--- src/rtl/spi_tx_arbiter.sv ---
// ---------------------------------------------------------------------------
// spi_tx_arbiter
//
// Shares the single SPI output write port among four word-stream requesters.
// Arbitration is round-robin and packet-atomic. Once a requester is granted,
// it keeps the port until one of two things happens:
//   - its word flagged LAST is accepted, or
//   - it stops presenting words for TIMEOUT cycles. This is a forced release,
//     and TIMEOUT_ERR is pulsed.
// Downstream backpressure (DOWN_READY low) may stall a packet indefinitely
// and never counts toward the timeout.
//
// Parameters:
//   TIMEOUT      stall cycles tolerated mid-packet before forced release (1..255)
//
// Ports:
//   CLK          single clock
//   RST          synchronous, active-high reset
//   REQ          per-requester "valid word on lane" flags
//   REQ_DATA     four 16-bit lanes, lane i at [16i+15:16i]
//   REQ_LAST     per-requester "current word ends the packet" flags
//   ACK          combinational, one-hot or zero: owner's word accepted this cycle
//   DOWN_READY   downstream FIFO can take a word this cycle
//   DATA         registered word to the SPI output FIFO
//   ENA          registered write strobe, one per accepted word
//   GRANT        registered one-hot current owner (0 when none)
//   TIMEOUT_ERR  one-cycle pulse on forced release
//   state_mon    current FSM state (IDLE=0, XFER=1, RELEASE=2)
// ---------------------------------------------------------------------------
module spi_tx_arbiter #(
    parameter int unsigned TIMEOUT = 255
) (
    input  logic        CLK,
    input  logic        RST,
    input  logic [3:0]  REQ,
    input  logic [63:0] REQ_DATA,
    input  logic [3:0]  REQ_LAST,
    output logic [3:0]  ACK,
    input  logic        DOWN_READY,
    output logic [15:0] DATA,
    output logic        ENA,
    output logic [3:0]  GRANT,
    output logic        TIMEOUT_ERR,
    output logic [1:0]  state_mon
);

    typedef enum logic [1:0] {
        ST_IDLE    = 2'd0,
        ST_XFER    = 2'd1,
        ST_RELEASE = 2'd2
    } state_e;

    localparam logic [7:0] TIMEOUT_LIM = 8'(TIMEOUT);
    localparam logic [7:0] STALL_MAX   = 8'hFF;

    state_e      state_q, state_d;
    logic [1:0]  ptr_q, ptr_d;      // last requester served
    logic [1:0]  owner_q, owner_d;  // index of the current grant holder
    logic [3:0]  grant_q, grant_d;
    logic [7:0]  stall_q, stall_d;  // cycles the owner has had REQ low
    logic [15:0] data_q, data_d;
    logic        ena_q, ena_d;
    logic        err_q, err_d;

    // Owner's lane, selected by index.
    logic        owner_req;
    logic        owner_last;
    logic [15:0] owner_word;

    assign owner_req  = REQ[owner_q];
    assign owner_last = REQ_LAST[owner_q];
    assign owner_word = REQ_DATA[{owner_q, 4'b0000} +: 16];

    // Round-robin pick: first set REQ bit scanning upward from ptr+1.
    // k = 4 wraps back to ptr itself, so the last server is considered last.
    logic       pick_valid;
    logic [1:0] pick_idx;
    logic [1:0] cand;

    // NOTE: every signal driven in a combinational block gets a default at the
    // top; any path that left one unassigned would infer a latch.
    always_comb begin
        pick_valid = 1'b0;
        pick_idx   = ptr_q;
        cand       = ptr_q;
        for (int k = 1; k <= 4; k++) begin
            cand = ptr_q + 2'(k);
            if (!pick_valid && REQ[cand]) begin
                pick_valid = 1'b1;
                pick_idx   = cand;
            end
        end
    end

    // Next-state and output logic.
    always_comb begin
        state_d = state_q;
        ptr_d   = ptr_q;
        owner_d = owner_q;
        grant_d = grant_q;
        stall_d = stall_q;
        data_d  = data_q;   // DATA holds when no word is accepted
        ena_d   = 1'b0;
        err_d   = 1'b0;
        ACK     = 4'b0000;

        case (state_q)
            ST_IDLE: begin
                // No ACK in IDLE; a new owner is registered first.
                if (pick_valid) begin
                    owner_d = pick_idx;
                    grant_d = 4'b0001 << pick_idx;
                    stall_d = 8'd0;
                    state_d = ST_XFER;
                end
            end

            ST_XFER: begin
                if (owner_req && DOWN_READY) begin
                    // An accepted word takes priority over an expiring counter.
                    // A LAST word accepted on the expiry cycle is forwarded
                    // without an error.
                    ACK[owner_q] = 1'b1;
                    data_d       = owner_word;
                    ena_d        = 1'b1;
                    stall_d      = 8'd0;
                    if (owner_last) begin
                        state_d = ST_RELEASE;
                    end
                end else begin
                    // Only an absent owner word counts as a stall.
                    // Downstream backpressure with REQ high is unbounded.
                    if (!owner_req && (stall_q != STALL_MAX)) begin
                        stall_d = stall_q + 8'd1;
                    end
                    if (stall_q >= TIMEOUT_LIM) begin
                        err_d   = 1'b1;
                        state_d = ST_RELEASE;
                    end
                end
            end

            ST_RELEASE: begin
                grant_d = 4'b0000;
                ptr_d   = owner_q;
                state_d = ST_IDLE;
            end

            default: begin
                // Unused encoding: recover to IDLE with no owner.
                grant_d = 4'b0000;
                state_d = ST_IDLE;
            end
        endcase
    end

    // NOTE: clocked state uses non-blocking assignments only, so every
    // register samples the pre-edge values of its inputs regardless of order.
    always_ff @(posedge CLK) begin
        if (RST) begin
            // Reset abandons any packet in flight and raises no error.
            state_q <= ST_IDLE;
            ptr_q   <= 2'd3;     // requester 0 has first priority
            owner_q <= 2'd0;
            grant_q <= 4'b0000;
            stall_q <= 8'd0;
            data_q  <= 16'h0000;
            ena_q   <= 1'b0;
            err_q   <= 1'b0;
        end else begin
            state_q <= state_d;
            ptr_q   <= ptr_d;
            owner_q <= owner_d;
            grant_q <= grant_d;
            stall_q <= stall_d;
            data_q  <= data_d;
            ena_q   <= ena_d;
            err_q   <= err_d;
        end
    end

    assign DATA        = data_q;
    assign ENA         = ena_q;
    assign GRANT       = grant_q;
    assign TIMEOUT_ERR = err_q;
    assign state_mon   = state_q;

endmodule
--- config.mk ---
export PLATFORM = sky130hd
export DESIGN_NAME = spi_tx_arbiter
export DESIGN_NICKNAME = d
export VERILOG_FILES = /design/src/rtl/spi_tx_arbiter.sv
export SDC_FILE = /design/constraint.sdc
export NUM_CORES = 1
export LEC_CHECK = 0
export ABC_AREA = 1
export CELL_PAD_IN_SITES_DETAIL_PLACEMENT = 1
export CELL_PAD_IN_SITES_GLOBAL_PLACEMENT = 2
export CORE_UTILIZATION = 22
export CTS_CLUSTER_DIAMETER = 60
export DETAILED_ROUTE_END_ITERATION = 16
export PLACE_DENSITY = 0.83
export SETUP_SLACK_MARGIN = 0.02
export SYNTH_ARGS = -nofsm -noshare
export SYNTH_HDL_FRONTEND = slang
export SYNTH_SLANG_ARGS = --single-unit
--- constraint.sdc ---
create_clock -name CLK -period 2.9 [get_ports CLK]
set_input_delay 0.725 -clock CLK [delete_from_list [all_inputs] [get_ports CLK]]
set_output_delay 0.725 -clock CLK [all_outputs]
set_load 0.02 [all_outputs]
==> flow_summary.yaml <==
final_layout:
  n_fill_cell: 1300
  nets: 536
  synthToLayoutAreaGrowth_pct: 54.4
  multi_input_area_mm2: 0.00142
  drive_above_1_share_pct: 9.76
  n_antenna_cell: 0
  fin_cells: 597
  regArea_um2: 721
outcome:
  status: "complete, no violations"
yosys:
  yosysUniqueCellTypes: 31
  postSynthAreaPerCell_um2: 6.44
  synth_top_area_share_pct: 31.3
  synthCells: 358
  async_reset_ff_share_pct: 0
  synth_common_cells: "nand2_1 (136), dfxtp_1 (36), nand3_1 (27)"
  yosysMostFrequentCell: "nand2_1"
  synthesis.area_mm2: 0.00231
  ys_ff_latch: 36
  synthTopCellsByArea: "dfxtp_1 (31%), nand2_1 (22%), nand3_1 (5.9%), a22oi_1 (5.2%), a31oi_1 (4.6%)"
  synth_seq_area_share_pct: 31.3
  synth_edf_count: 0
  synth_warnings: 0
  synth_top_area_cell: "dfxtp_1"
  syn_nets: 434
  synth_ff_type: "dfxtp_1"
place:
  portBuffers: 102
  hpwl_mm: 6.51
  pre_cts_slack_ps: -357
  gp_congestion: 0.767
  place_inst: 589
sta:
  hold_violations: 0
  rsz0062_at_grt: "yes"
  max_slew_margin_pct: 55.8
  fin_crit_sh_pct: 96.2
  worst_pin_slew_ps: 662
  clock_skew_ps: 7.76
  setup_viol: 0
  period_minus_slack_ps: 2790
  holdWs_ps: 467
  fmax_mhz: 358
  setup_slack_ps: 109
  maxSlewViolCount: 0
floorplan:
  rows: 37
  die_y_um: 104
  start_util_pct: 22.5
  die_width_um: 104
  pin_count: 103
  dieArea_mm2: 0.0109
  core_area_mm2: 0.0102
drt:
  antenna_left: 0
  dr.pass1.iters: 4
  wl_per_cell_um: 13.8
  drt_iter0_drc: 68
  vias: 2753
  viasPerCell: 4.61
  routed_wl_mm: 8.22
  drc: 0
global_routing:
  grt_max_degree: 34
  gr-total-overflow: 0
  track_usage_pct: 15.5
  antenna_found_initial: 0
  grt_pass1_vias: 2828
  grt_first_pass_wirelength_mm: 13.6
clock_tree:
  cts_sinks: 36
  hold_buffers: 0
  cts_setup_buffers: 0
  cts_buffers: 5
  cts_tree: "done"
  h-tree-depth: 2
  clock_tree.buffer_depth: 2
  path_clk_slew_ps: 70
  cts_root_buffer: "clkbuf_8"
  insertion_delay_ps: 290
pwr:
  vdd_drop_max_mv: 0.211
  finalPower_mw: 2.60
  power_density_mw_per_mm2: 729
  p_leak_nw: 1.48
worst_setup_path:
  crit_path_end_kind: "output port"
  startpoint_type: "input pin"
  crit_arrival_ps: 2070
  path_class: "in2out"
  critPathMaxFanout: 5
  crit_required_ps: 2170
min_path:
  hp-class: "reg2reg"
flow_run:
  cap_violations: 0
path summary, 6_finish.rpt:
path                            startpoint        to  slack (ps)  depth (start not counted)
worst min register to register    GRANT[1]  GRANT[1]         470                          2
worst max-delay path                REQ[3]    ACK[1]         110                          8
worst max register to register    ptr_q[0]  GRANT[0]         830                          9
worst min-delay path              GRANT[1]  GRANT[1]         470                          2
cells by family (layout without fill, tap and decap cells):
logic type	Yosys count	count (layout)	share of synthesized area (%)
AO/OA/AOI/OAI	71	71	18.4
XOR/XNOR	4	4	1.52
adder cells (fa/ha/maj)	1	1	0.543
buffers and inverters	38	141	7.60
flip-flops	36	36	31.3
AND/OR/NAND/NOR	208	208	40.7
layout by cell type (no fill, tap or decap), types with 2 or more instances in the layout:
cell type,count
a21oi_1,13
a22oi_1,16
a31oi_1,17
buf_2,3
buf_4,11
clkbuf_8,6
clkdlybuf4s50_1,98
dfxtp_1,36
inv_1,13
inv_2,5
nand2_1,136
nand2_2,6
nand2_4,3
nand3_1,27
nand3b_1,2
nand4_1,2
nor2_1,17
nor2_4,3
nor2_8,2
nor3_1,7
o21ai_0,9
o21ai_1,14
xor2_1,4
registers in the layout (all words and copies together) (netlist names):
name and flops:
DATA 16, ENA 1, GRANT 4, TIMEOUT_ERR 1, owner_q 2, ptr_q 2, stall_q 8, state_mon 2
through the flow:
| stage | instance area, um^2 | utilization, % | setup TNS, ps |
|---|---|---|---|
| floorplan | 2310 | - | 0 |
| global placement | 3480 | 34.0 | -1170 |
| detailed placement | 3480 | 34.0 | -1260 |
| CTS | 3570 | 34.9 | 0 |
| global route | 3560 | 34.8 | 0 |
| finish | 3560 | 34.8 | 0 |
area by class of cell:
class | count | share of cell area (%)
tap | 136 | 4.78
multi-input combinational | 284 | 39.8
clock inverter | 1 | 0.211
timing repair buffer | 113 | 30.4
sequential | 36 | 20.2
clock buffer | 7 | 2.43
inverter | 20 | 2.14
critical path, cell delays in order:
cell	delay, ps
clkdlybuf4s50_1	500
inv_1	60
o21ai_2	190
nor2_4	70
nor2_8	90
nand2_4	80
nor3_1	150
buf_2	190
metal layers:
metal | GRT usage, % | share of wire [%] | vias to the layer above
met5 | 0 | 0 | -
met4 | 2.76 | 0.64 | 0
met3 | 4.95 | 6.8 | 7
met2 | 28.3 | 49 | 71
met1 | 17.6 | 43 | 1275
li1 | - | - | 1400
power by group:
part,internal [mW],leakage (nW),total (mW),switching (mW)
logic,0.579,1.14,1.53,0.954
registers,0.591,0.293,0.680,0.0892
clock network,0.193,0.0445,0.384,0.190
what timing repair did:
action	in CTS	in global routing
cloned	0	0
pin swaps	0	0
endpoints found under the setup margin	4	3
gates resized for setup	15	3
(Power assumes the default switching activity.)
